$ cat config.mk
export PLATFORM = sky130hd
export DESIGN_NAME = rr_stream_mux
export DESIGN_NICKNAME = d
export VERILOG_FILES = /design/src/rtl/rr_stream_mux.sv
export SDC_FILE = /design/constraint.sdc
export NUM_CORES = 1
export LEC_CHECK = 0
export ABC_AREA = 1
export BUFFER_PORTS_ARGS = -buffer_cell sky130_fd_sc_hd__buf_2
export CAP_MARGIN = 10
export CELL_PAD_IN_SITES_DETAIL_PLACEMENT = 2
export CELL_PAD_IN_SITES_GLOBAL_PLACEMENT = 2
export CORE_ASPECT_RATIO = 1.75
export CORE_MARGIN = 5
export CORE_UTILIZATION = 23
export DETAILED_ROUTE_END_ITERATION = 10
export MAX_ROUTING_LAYER = met4
export PLACE_DENSITY = 0.84
export SETUP_SLACK_MARGIN = 0.02
export SYNTH_ARGS = -nofsm -noshare
export SYNTH_HDL_FRONTEND = slang
export SYNTH_SLANG_ARGS = --single-unit
$ cat constraint.sdc
create_clock -name clk -period 3.5 [get_ports clk]
set_input_delay 1.05 -clock clk [delete_from_list [all_inputs] [get_ports clk]]
set_output_delay 1.05 -clock clk [all_outputs]
set_load 0.01 [all_outputs]
$ cat src/rtl/rr_stream_mux.sv
// rr_stream_mux: N-channel valid/ready stream multiplexer with one registered
// output stage. Each transfer is arbitrated by fixed priority (lowest index
// wins) or by round-robin starting at ptr; rr_mode selects between the two.
module rr_stream_mux #(
  parameter int WIDTH     = 8,
  parameter int CHANNELS  = 4,
  parameter int SEL_WIDTH = 2
) (
  input  logic                      clk,
  input  logic                      rst,
  input  logic [CHANNELS*WIDTH-1:0] in_data,
  input  logic [CHANNELS-1:0]       in_valid,
  output logic [CHANNELS-1:0]       in_ready,
  input  logic                      rr_mode,
  output logic [WIDTH-1:0]          out_data,
  output logic [SEL_WIDTH-1:0]      out_sel,
  output logic                      out_valid,
  input  logic                      out_ready
);

  logic [SEL_WIDTH-1:0] ptr;
  logic [SEL_WIDTH-1:0] ptr_next;
  logic [SEL_WIDTH-1:0] fixed_grant;
  logic [SEL_WIDTH-1:0] rr_grant;
  logic [SEL_WIDTH-1:0] grant;
  logic                 any_valid;
  logic                 load_en;
  logic                 in_xfer;
  logic                 out_xfer;

  // The output register can take a word when empty or draining this cycle.
  assign load_en   = ~out_valid | out_ready;
  assign any_valid = |in_valid;
  assign in_xfer   = any_valid & load_en & ~rst;
  assign out_xfer  = out_valid & out_ready;

  // Fixed priority: scan from the top down so the lowest valid index wins.
  always_comb begin
    fixed_grant = '0;
    for (int i = CHANNELS - 1; i >= 0; i--) begin
      if (in_valid[i]) begin
        fixed_grant = SEL_WIDTH'(i);
      end
    end
  end

  // Round-robin: first valid channel at or after ptr, wrapping at CHANNELS.
  always_comb begin
    int  idx;
    logic found;
    idx      = 0;
    found    = 1'b0;
    rr_grant = '0;
    for (int k = 0; k < CHANNELS; k++) begin
      idx = int'(ptr) + k;
      if (idx >= CHANNELS) begin
        idx = idx - CHANNELS;
      end
      if (!found && in_valid[idx]) begin
        found    = 1'b1;
        rr_grant = SEL_WIDTH'(idx);
      end
    end
  end

  assign grant = rr_mode ? rr_grant : fixed_grant;

  // Pointer advances past the granted channel, wrapping from CHANNELS-1 to 0.
  always_comb begin
    if (grant == SEL_WIDTH'(CHANNELS - 1)) begin
      ptr_next = '0;
    end else begin
      ptr_next = grant + SEL_WIDTH'(1);
    end
  end

  // One-hot ready to the granted channel only when the output can load.
  always_comb begin
    in_ready = '0;
    if (in_xfer) begin
      in_ready[grant] = 1'b1;
    end
  end

  // Output register and round-robin pointer.
  always_ff @(posedge clk) begin
    if (rst) begin
      out_valid <= 1'b0;
      out_data  <= '0;
      out_sel   <= '0;
      ptr       <= '0;
    end else if (in_xfer) begin
      out_valid <= 1'b1;
      out_data  <= in_data[int'(grant)*WIDTH +: WIDTH];
      out_sel   <= grant;
      ptr       <= ptr_next;
    end else if (out_xfer) begin
      out_valid <= 1'b0;
    end
  end

endmodule
======== After elaboration in Yosys (flattened, before gate mapping) ========
Index checks and enable logic that the tools add are counted.
storage, ports and cells
  bits in registers ....................... 13
  bits in latches ......................... 0
  RAM bits ................................ 0
  memory bits (read-only) ................. 0
  input port bits ......................... 40
  word-level logic and storage cells ...... 73
  memories ................................ 0
cells by class
  add/sub/neg operators ................... 8
  multipliers ............................. 0
  div/mod/pow operators ................... 0
  magnitude comparators ................... 10
  equality and inequality tests ........... 1
  shift operators ......................... 1
  mux-type cells .......................... 34
  bitwise gates (word level) .............. 6
  reduce and logical (&&, ||, !) cells .... 9
operators with widths
  operator                                                            count
  less-than comparator 32 x 4 -> 1 bit (second input constant)        4
  2-to-1 mux 32 bit                                                   4
  indexed part select 32 x 6 -> 8 bit                                 1
  2-to-1 mux 2 bit                                                    10
  2-to-1 mux 1 bit                                                    14
  subtractor 3 x 3 -> 4 bit (second input constant)                   3
  greater-or-equal comparator 3 bit (second input constant)           3
  binary-select mux 1 bit (select 2 bit)                              4
  adder 2 x 2 -> 3 bit (second input constant)                        2
  logical AND 1 bit                                                   4
  2-to-1 mux 4 bit                                                    1
  OR reduction 4 bit                                                  1
  subtractor 2 x 3 -> 4 bit (second input constant)                   1
  adder 2 x 1 -> 3 bit (second input constant)                        1
  AND 1 bit                                                           3
  greater-or-equal comparator 2 x 3 -> 1 bit (second input constant)  1
  logical NOT 1 bit                                                   3
  less-than comparator 2 x 3 -> 1 bit (second input constant)         1
  adder 2 x 1 -> 2 bit (second input constant)                        1
  demux 1 bit (select 2 bit)                                          1
  equality test 2 bit (second input constant)                         1
  greater-or-equal comparator 2 x 1 -> 1 bit (second input constant)  1
  inverter 1 bit                                                      2
  nonzero test 2 bit                                                  1
  OR 1 bit                                                            1

======== Longest topological paths before layout ========
Gate-level depths: netlist (run 1).
  word-level depth ........................ 21
  depth in mapped cells ................... 17
  depth with buffers taken out ............ 16

======== Least setup slack after synthesis (run 1) ========
No wires, ideal clock.
  path type ............................... input to output
  start point ............................. input in_valid[0]
  end point ............................... output in_ready[3]
  arrival time ............................ 2.318 ns
  data required time ...................... 2.450 ns
  setup slack ............................. 0.132 ns
  stages .................................. 13
  path buffers ............................ 1
  path through ............................ inv_1 -> nand2_1 -> nand3_2 -> nand2_2 -> nor2_4 -> nand2_2 -> nand2_2 -> nand3_4 -> nand2_8 -> buf_12 -> ha_1 -> inv_1 -> nor2_1
between the ends
  cells in the longest elaborated chain, start to end .. 19
  elaborated cells between the ends (all ways) .. 36
  classes of those cells .................. 2 x order compare; 24 x mux; 2 x bitwise; 8 x reduce/logical
ends and longest elaborated chain
  element                                                                                                                  line  RTL
  start: declaration                                                                                                       12    input logic [CHANNELS-1:0] in_valid,
  binary-select mux 1 bit (select 2 bit)                                                                                   59    if (!found && in_valid[idx]) begin
  2-to-1 mux 1 bit (not written as such) (2 in a row)                                                                      59
  2-to-1 mux 1 bit                                                                                                         59
  logical NOT 1 bit                                                                                                        59
  logical AND 1 bit                                                                                                        59
  2-to-1 mux 1 bit                                                                                                         59
  logical NOT 1 bit                                                                                                        59
  logical AND 1 bit                                                                                                        59
  [2 not listed]                                                                                                           --
  logical AND 1 bit                                                                                                        59
  2-to-1 mux 2 bit                                                                                                         59
  2-to-1 mux 2 bit                                                                                                         66    assign grant = rr_mode ? rr_grant : fixed_grant;
  less-than comparator 2 x 3 -> 1 bit (not written as such) or greater-or-equal comparator 2 x 1 -> 1 bit (tied branches)  81    in_ready[grant] = 1'b1;
  logical AND 1 bit (not written as such)                                                                                  81
  2-to-1 mux 1 bit (not written as such)                                                                                   81
  demux 1 bit (select 2 bit)                                                                                               81
  2-to-1 mux 4 bit (*)                                                                                                     80    if (in_xfer) begin
  end: declaration                                                                                                         13    output logic [CHANNELS-1:0] in_ready,
Mark *: on every way between the ends. The rest lies on a longest branch, timed or not. The select of a mux whose other input is x is not followed.

======== Final worst setup path (run 1) ========
  start point ............................. input in_valid[1]
  end point ............................... output in_ready[3]
Same word-level chain as after synthesis.

==> impl_metrics.yaml, run 1 <==
drt:
  wl_per_cell_um: 15.8
  vias: 1745
  viasPerCell: 4.54
  drtAntennaViolNets: 0
  wl_um: 6060
  remaining_drc_errors: 0
  first_pass_iters: 3
  drt_iter0_drc: 20
hold_path:
  min_from: "out_sel[1]"
  hold_class: "reg -> reg"
  hold_depth: 2
floorplan:
  io_pins: 55
  start_util_pct: 23.6
  die_w_um: 68.5
  num_rows: 37
  dieArea_mm2: 0.00769
  die_h_um: 112
  core-area_mm2: 0.00583
logic_synthesis:
  synth_seq_area_share_pct: 18.9
  yosys.area.top_type: "dfxtp_1"
  synth_xor_area_share_pct: 0
  synthMuxAreaShare_pct: 0
  synthCells: 235
  netlist_area_mm2: 0.00138
  yosys.area_share.simple_pct: 57.4
  synth_adder_area_share_pct: 0.909
  syn_nets: 276
  synth_seq_cells: 13
  synth_top_area_share_pct: 18.9
  synthTopCellsByArea: "dfxtp_1 19%, nand2_1 15%, nand3_1 15%"
  synth_compound_area_share_pct: 3.91
  syn_avg_cell_area_um2: 5.86
  synth.distinct_cells: 24
  ys_warn_count: 0
  synth_top_family_by_area: "simple AND/OR/NAND/NOR gates"
sta:
  fin_crit_sh_pct: 98.7
  drv_slew: 0
  finalHoldViolCount: 0
  setup_ws_ps: 45.1
  relSlewSlack_pct: 77.5
  fmax_mhz: 289
  setup_viol: 0
  holdWs_ps: 506
  setup_tns_ps: 0
  rsz0062_at_grt: "true"
  min_period_ps: 3450
  worstMarginPinSlew_ps: 338
  clock_skew_ps: 0.908
critical_path:
  slowest_stage: "ha_4"
  cp_max_fo: 5
  slowest_delay_ps: 160
  crit_type: "in -> out"
  cp-start-kind: "primary input"
  path_cells: "buf_4, inv_4, nand2_1, nand2_1, nand2_2, nand2_4, nor2_4, nor2_2, nand2_2, nand3_4, nand2_8, ha_4, inv_2, nor2_2, buf_2"
  cp-startpoint: "in_valid[1]"
  r2r_end: "out_data[1]"
  crit_end: "in_ready[3]"
  crit_required_ps: 2450
  reg2reg_from: "ptr[0]"
  cp.arrival_ps: 2400
  reg2reg_depth: 17
  reg2reg_slack_ps: 990
  cp-end-kind: "primary output"
power:
  p_leak_nw: 1.17
  power.total_mw: 0.823
  worst_ir_drop_vdd_v: 0.000186
  p_per_area_mw_per_mm2: 393
global_route:
  antenna_found_initial: 0
  overflow: 0
  grt_max_degree: 18
  grt_pass1_wl_um: 8610
  grtUsageTotal_pct: 14.9
  grt_pass1_vias: 1935
final_layout:
  layout_commonest_cell: "buf_2"
  n_fill_cell: 766
  area_growth_pct: 52.1
  drive_above_1_share_pct: 46.7
  multiInputGateArea_mm2: 0.00103
  fin_nets: 348
  antenna_cells: 0
  regArea_um2: 262
  utilization_pct: 35.9
  final_cell_mix: "49 x buf_2, 45 x nand2_1, 42 x inv_1, 36 x nand3_1, 23 x nand2_2"
clocking:
  h-tree-depth: 1
  cts_buffers: 3
  cts.sinks: 13
  clk_pin_slew_ps: 60
  clkLatencyLatePin_ps: 240
  root_buffer: "clkbuf_8"
  clockBufferDepth: 2
  cts_tree: "built"
outcome:
  status: "complete, no violations"
run:
  maxCapViolCount: 0
place:
  dp_worst_setup_slack_ps: -68.9
  dp_hpwl_um: 4550
  place.gp.congestion: 0.792
  io_buffers: 54
layout make-up:
cell class	instances	area share [%]
Tap cell	78	4.66
Inverter	53	10.1
Timing Repair Buffer	73	21.4
Multi-Input combinational cell	163	49.2
Clock buffer	4	2.15
Sequential cell	13	12.5
worst min path at each step:
| stage | endpoint | slack (ps) |
|---|---|---|
| 2_1_floorplan | out_sel[1] | 480 |
| 3_3_place_gp | out_sel[0] | 470 |
| 3_5_place_dp | out_sel[0] | 480 |
| 4_1_cts | out_sel[0] | 490 |
| 5_1_grt | out_sel[0] | 530 |
| 6_report | out_sel[1] | 510 |
routing by layer:
layer  global-route usage (%)  up-vias  routed length, um
li1                         -      859                  -
met1                     14.2      836               2120
met2                     28.7       38               3550
met3                     1.30       12                201
met4                     5.58        0                182
met5                        -        -                  0
what timing repair did:
action / 4_1_cts / 5_1_grt
gates resized for setup: 10 / 54
hold buffers: 0 / 0
setup buffers: 4 / 3
pin swaps: 7 / 22
setup endpoints to repair: 4 / 4
registers in the layout, indices dropped and copies added (netlist names):
signal and flops:
out_data 8, out_sel 2, ptr 2, out_valid 1
synth_stat cells:
master and count:
nand3b_1 8, dfxtp_1 13, a21oi_2 1, inv_2 3, buf_12 1, nand3_1 41
a21oi_1 3, clkbuf_1 1, nand2_4 2, buf_1 1, nor2_1 18, o21ai_0 3
nand2_8 1, inv_1 50, ha_1 1, nor2_2 3, nand2_1 55, o31ai_1 1
nand3_2 3, nor2_4 2, nand3_4 1, nand2_2 19, a21boi_1 1, buf_6 3
critical path: cells and delay by family:
kind | cells | cell delay (ps)
buffers and inverters | 4 | 380
adders and majority gates | 1 | 160
and+or+nand+nor | 10 | 800
logic make-up (layout without fill, tap and decap cells):
kind of cell               count (synthesis)  count (layout)
adders and majority gates                  1               1
AOI/OAI and AO/OA                          9               9
buffers and inverters                     59             130
and+or+nand+nor                          153             153
DFF                                       13              13
where the power goes:
part	internal [mW]	switching (mW)	total [mW]	leakage, nW
registers	0.167	0.0226	0.189	0.108
clock network	0.0805	0.0597	0.140	0.0228
logic	0.197	0.296	0.494	1.04
metrics by stage:
step	instances	cell area, um^2
2_1_floorplan	235	1380
3_3_place_gp	373	1770
3_5_place_dp	373	1770
4_1_cts	381	1870
5_1_grt	384	2090
6_report	384	2090
Power figures use the tool's default switching activity.
==> run 2: changes to the inputs <==
- ABC_AREA: 1 -> unset
- PLACE_DENSITY: 0.84 -> 0.85
==> run 2 against run 1 <==
  * Clock power about the same
  * Fmax grew 1.3%
  * Core utilization is 1.6 points lower
  * Sequential power is 5% lower
  * Largest cell class unchanged
  * Highest routed layer unchanged
==> impl_metrics.yaml, run 2 <==
sta:
  setup_viol: 0
  fmax_mhz: 293
  relSlewSlack_pct: 78.5
  clock_skew_ps: 3.86
  min_period_ps: 3410
  fin_crit_sh_pct: 97.5
  finalHoldViolCount: 0
  worstMarginPinSlew_ps: 320
  setup_tns_ps: 0
  drv_slew: 0
  rsz0062_at_grt: "true"
power:
  swShare_pct: 33.0
  p_per_area_mw_per_mm2: 362
  p_switching_mw: 0.160
  power.total_mw: 0.485
  p_leak_nw: 0.609
  p_int_mw: 0.325
  combPwrFrac_pct: 34.6
  pwr-share-seq_pct: 37.0
  worst_ir_drop_vdd_v: 0.000143
  p_clk_share_pct: 28.4
logic_synthesis:
  yosysMostFrequentCell: "dfxtp_1"
  synthTopCellsByArea: "dfxtp_1 28%, mux2i_1 9.7%, nor4b_1 7.5%"
  synth_common_cells: "13 x dfxtp_1, 11 x inv_1, 9 x mux2i_1"
  synth_top_area_share_pct: 27.9
  netlist_area_um2: 932
  synth.distinct_cells: 30
  yosys.area.top_type: "dfxtp_1"
  ys.flop_type: "dfxtp_1"
  synth_seq_area_share_pct: 27.9
  synth_async_sr_flop_share_pct: 0
  syn_nets: 146
  syn_avg_cell_area_um2: 8.88
  ys_warn_count: 0
  synthCells: 105
  synth-edff-count: 0
  synth_seq_cells: 13
critical_path:
  slowest_stage: "or2_2"
  cp-end-kind: "primary output"
  cp-start-kind: "primary input"
  cp.arrival_ps: 2360
  slowest_delay_ps: 350
  crit_type: "in -> out"
  reg2reg_slack_ps: 1370
  crit_required_ps: 2450
  reg2reg_depth: 6
  cp_max_fo: 7
  path_cells: "buf_2, or2_2, a21oi_1, a311oi_4, buf_4, nor3_1, buf_2"
  path_common_cell: "buf_2"
drt:
  wl_per_cell_um: 17.6
  vias: 1089
  first_pass_iters: 4
  remaining_drc_errors: 0
  drtAntennaViolNets: 0
  wl_um: 3790
  drt_iter0_drc: 39
  viasPerCell: 5.07
place:
  place.gp.congestion: 0.826
  io_buffers: 54
  dp_hpwl_um: 3150
  placed_area_mm2: 0.00128
global_route:
  grt_pass1_vias: 1267
  grt_max_degree: 23
  antenna_found_initial: 0
  grt_pass1_wl_um: 6020
  overflow: 0
  grtUsageTotal_pct: 14.9
final_layout:
  fin_nets: 209
  top_register: "out_data"
  reg_top3: "out_data x8, out_sel x2, ptr x2"
  drive_above_1_share_pct: 44.9
  largest_reg_flops: 8
  antenna_cells: 0
  layout_commonest_cell: "buf_2"
  fin_area_mm2: 0.00134
  area_growth_pct: 43.6
  final_cell_mix: "54 x buf_2, 13 x dfxtp_1, 11 x inv_1, 9 x mux2i_1, 9 x buf_4"
floorplan:
  die_w_um: 58.1
  num_rows: 30
  die_h_um: 94.2
  dieArea_mm2: 0.00548
  core-area_mm2: 0.00390
  io_pins: 55
  start_util_pct: 23.9
clocking:
  clk_pin_slew_ps: 60
  root_buffer: "clkbuf_8"
  h-tree-depth: 1
  cts_buffers: 3
  clockBufferDepth: 2
  cts_tree: "built"
  clkLatencyLatePin_ps: 240
  cts.sinks: 13
outcome:
  status: "complete, no violations"
hold_path:
  hold_depth: 2
  hold_class: "reg -> reg"
run:
  maxCapViolCount: 0
-- run 2: cell count changes after synthesis, sizes merged, moves of 3 or more --
cell / delta
a31oi: +8
inv: -42
mux2i: +9
nand2: -72
nand3: -45
nand3b: -8
nor2: -16
nor3: +3
nor4b: +8
o221ai: +9
-- run 2: what timing repair did --
item                                    4_1_cts  5_1_grt
setup buffers                                 0        0
endpoints found under the hold margin         0        0
resized for setup                             0        2
hold buffers                                  0        0
endpoints found under the setup margin        0        1
-- run 2: final timing paths --
check	startpoint	endpoint
hold / removal	out_sel[1]	out_sel[1]
hold reg to reg	out_sel[1]	out_sel[1]
setup reg to reg	ptr[1]	out_data[4]
setup / recovery	in_valid[2]	in_ready[0]
-- run 2: layout make-up --
type,instances,area (um^2)
Fill cell,484,2560
Multi-Input combinational cell,76,594
Timing Repair Buffer,63,338
Sequential cell,13,260
Tap cell,48,60.1
Clock buffer,4,45.0
Inverter,11,41.3
-- run 2: worst max-delay path, delay by kind of cell --
kind	cells	cell delay [ps]
buf+inv	3	460
compound gates	2	340
simple gates	2	500
-- run 2: routing by layer --
metal | up-vias | wire (um) | part of all wire [%] | GRT usage [%]
met1 | 525 | 1310 | 35 | 14.7
li1 | 524 | - | - | -
met4 | 0 | 89 | 2.4 | 7.35
met5 | - | 0 | 0 | -
met2 | 34 | 2230 | 59 | 28.2
met3 | 6 | 149 | 3.9 | 1.38
-- run 2: through the flow --
stage               setup slack, ps  hold slack (ps)  instances  util, %
CTS                            86.3              496        215     34.1
floorplan                       205              482        105        -
detailed placement             92.2              488        211     32.9
global placement                143              463        211     32.9
finish                         87.9              490        215     34.3
global route                   8.89              513        215     34.3
-- run 2: kinds of logic (layout without fill, tap and decap cells) --
group           count (synthesis)  in the layout  share of synthesized area, %
simple gates                   33             33                          23.9
buf+inv                        16             78                          10.5
compound gates                 33             33                          26.7
fa+ha+maj                       1              1                          1.34
flops                          13             13                          27.9
mux                             9              9                          9.66
-- run 2: power groups by stage --
stage          Combinational [mW]  Clock (mW)  Sequential (mW)
6_report                    0.168       0.138            0.179
5_1_grt                     0.185       0.149            0.182
4_1_cts                     0.170       0.143            0.179
3_5_place_dp                0.169           0            0.183
3_3_place_gp                0.159           0            0.181
2_1_floorplan              0.0915           0            0.188
==> run 3: changes to the inputs <==
- CORE_MARGIN: 5 -> 2
- SLEW_MARGIN: unset -> 20
- clock period: 3.5 -> 3.16 ns (I/O delays scaled with it)
==> run 3 against run 2 <==
  * First-iteration DRC count is 41% lower
  * Core utilization increased by 3.6 points
  * Die area down 16%
  * Final cell count is 1.4% higher
  * Total power is 16% higher
  * Combinational power rose by 24%
  * Critical path depth unchanged
  * Sequential power increased by 12%
  * Sequential cell count unchanged
  * Highest routed layer unchanged
  * Sequential share of layout area fell by 1.7 points
  * Cell area up 9.5%
  * Hold slack improved by 1.1 ps
==> impl_metrics.yaml, run 3 (synthesis gave the netlist of run 2 again) <==
sta:
  min_period_ps: 3150
  holdWs_ps: 491
  setup_tns_ps: 0
  finalHoldViolCount: 0
  clock_skew_ps: 1.38
  setup_viol: 0
  drv_slew: 0
  fmax_mhz: 317
  rsz0062_at_grt: "true"
  relSlewSlack_pct: 67.8
  fin_crit_sh_pct: 99.7
  worstMarginPinSlew_ps: 477
power:
  p_per_area_mw_per_mm2: 384
  worst_ir_drop_vdd_v: 0.000214
  p_leak_nw: 0.644
global_route:
  overflow: 0
  grtUsageTotal_pct: 18.1
  grt_pass1_vias: 1230
  grt_max_degree: 17
  grt_pass1_wl_um: 5980
  antenna_found_initial: 0
hold_path:
  min_from: "out_sel[1]"
  min_to: "out_sel[1]"
  hold_depth: 2
  hold_class: "reg -> reg"
final_layout:
  fin_area_mm2: 0.00147
  area_growth_pct: 57.3
  reg_top3: "out_data x8, out_sel x2, ptr x2"
  largest_reg_flops: 8
  antenna_cells: 0
  layout_commonest_cell: "buf_2"
  top_register: "out_data"
  drive_above_1_share_pct: 51.2
  final_cell_mix: "49 x buf_2, 13 x dfxtp_1, 11 x inv_1, 11 x buf_4, 9 x mux2i_1"
  fin_nets: 212
  n_fill_cell: 462
floorplan:
  die_w_um: 52.1
  core-area_mm2: 0.00387
  start_util_pct: 24.1
  num_rows: 30
  die_h_um: 88.2
  dieArea_mm2: 0.00460
  io_pins: 55
critical_path:
  crit_type: "in -> out"
  crit_required_ps: 2210
  cp-end-kind: "primary output"
  reg2reg_slack_ps: 1050
  slowest_delay_ps: 320
  cp.arrival_ps: 2200
  reg2reg_from: "ptr[1]"
  path_cells: "buf_12, and2b_1, o221ai_4, a311oi_4, ha_2, and2_4, buf_6"
  cp-startpoint: "in_valid[0]"
  reg2reg_depth: 8
  r2r_end: "out_data[7]"
  cp-start-kind: "primary input"
  slowest_stage: "a311oi_4"
  cp_max_fo: 8
drt:
  drtAntennaViolNets: 0
  viasPerCell: 5.08
  vias: 1107
  wl_per_cell_um: 17.2
  wl_um: 3760
  remaining_drc_errors: 0
  drt_iter0_drc: 23
  first_pass_iters: 4
clocking:
  h-tree-depth: 1
  root_buffer: "clkbuf_8"
  clkLatencyLatePin_ps: 240
  cts.sinks: 13
  cts_tree: "built"
  clockBufferDepth: 2
  clk_pin_slew_ps: 60
  cts_buffers: 3
  cts.hold.buffers_added: 0
place:
  dp_hpwl_um: 3010
  place.gp.congestion: 0.783
  placed_area_mm2: 0.00129
  io_buffers: 54
run:
  maxCapViolCount: 0
outcome:
  status: "complete, no violations"
run 3: worst max-delay path by stage:
stage	end	slack, ps	cells after the start
after floorplan	in_ready[3]	70	7
after global placement	in_ready[2]	20	6
after detailed placement	in_ready[2]	-80	8
after CTS	in_ready[0]	20	7
after global routing	in_ready[3]	-30	7
final	in_ready[3]	9	7
run 3: power breakdown:
group | total (mW) | internal, mW | switching [mW]
clock network | 0.153 | 0.0891 | 0.0641
registers | 0.201 | 0.185 | 0.0166
logic | 0.209 | 0.102 | 0.107
total | 0.563 | 0.375 | 0.188
run 3: per-layer routing:
metal | share of wire [%] | global-route usage [%] | routed length, um
met3 | 4.3 | 2.70 | 162
met4 | 1.1 | 4.31 | 42
met2 | 60 | 35.3 | 2250
met5 | 0 | - | 0
met1 | 35 | 17.9 | 1310
run 3: area by class of cell:
| type | instances | area [um^2] | share of cell area (%) |
|---|---|---|---|
| inverter | 11 | 41.3 | 2.82 |
| clock buffer | 4 | 45.0 | 3.07 |
| sequential | 13 | 260 | 17.7 |
| multi-input combinational | 76 | 659 | 45.0 |
| timing repair buffer | 66 | 400 | 27.3 |
| tap | 48 | 60.1 | 4.10 |
run 3: through the flow:
stage	total power, mW	worst slack (ps)	utilization, %	cells
2_1_floorplan	0.309	68.8	-	105
3_3_place_gp	0.379	16.2	33.4	212
3_5_place_dp	0.392	-75.1	33.4	212
4_1_cts	0.558	17.6	36.0	218
5_1_grt	0.603	-32.4	37.9	218
6_report	0.563	8.63	37.9	218
run 3: what timing repair did:
action                                  CTS  global route
endpoints found under the setup margin    3             4
pin swaps                                 2             7
gates resized for setup                   7            19
hold endpoints to repair                  0             0
buffers inserted                          2             0
run 3: critical path: cells and delay by family:
family	cells	cell delay [ps]
AOI/OAI and AO/OA	2	450
adders and majority gates	1	240
buffers and inverters	2	210
and+or+nand+nor	2	360
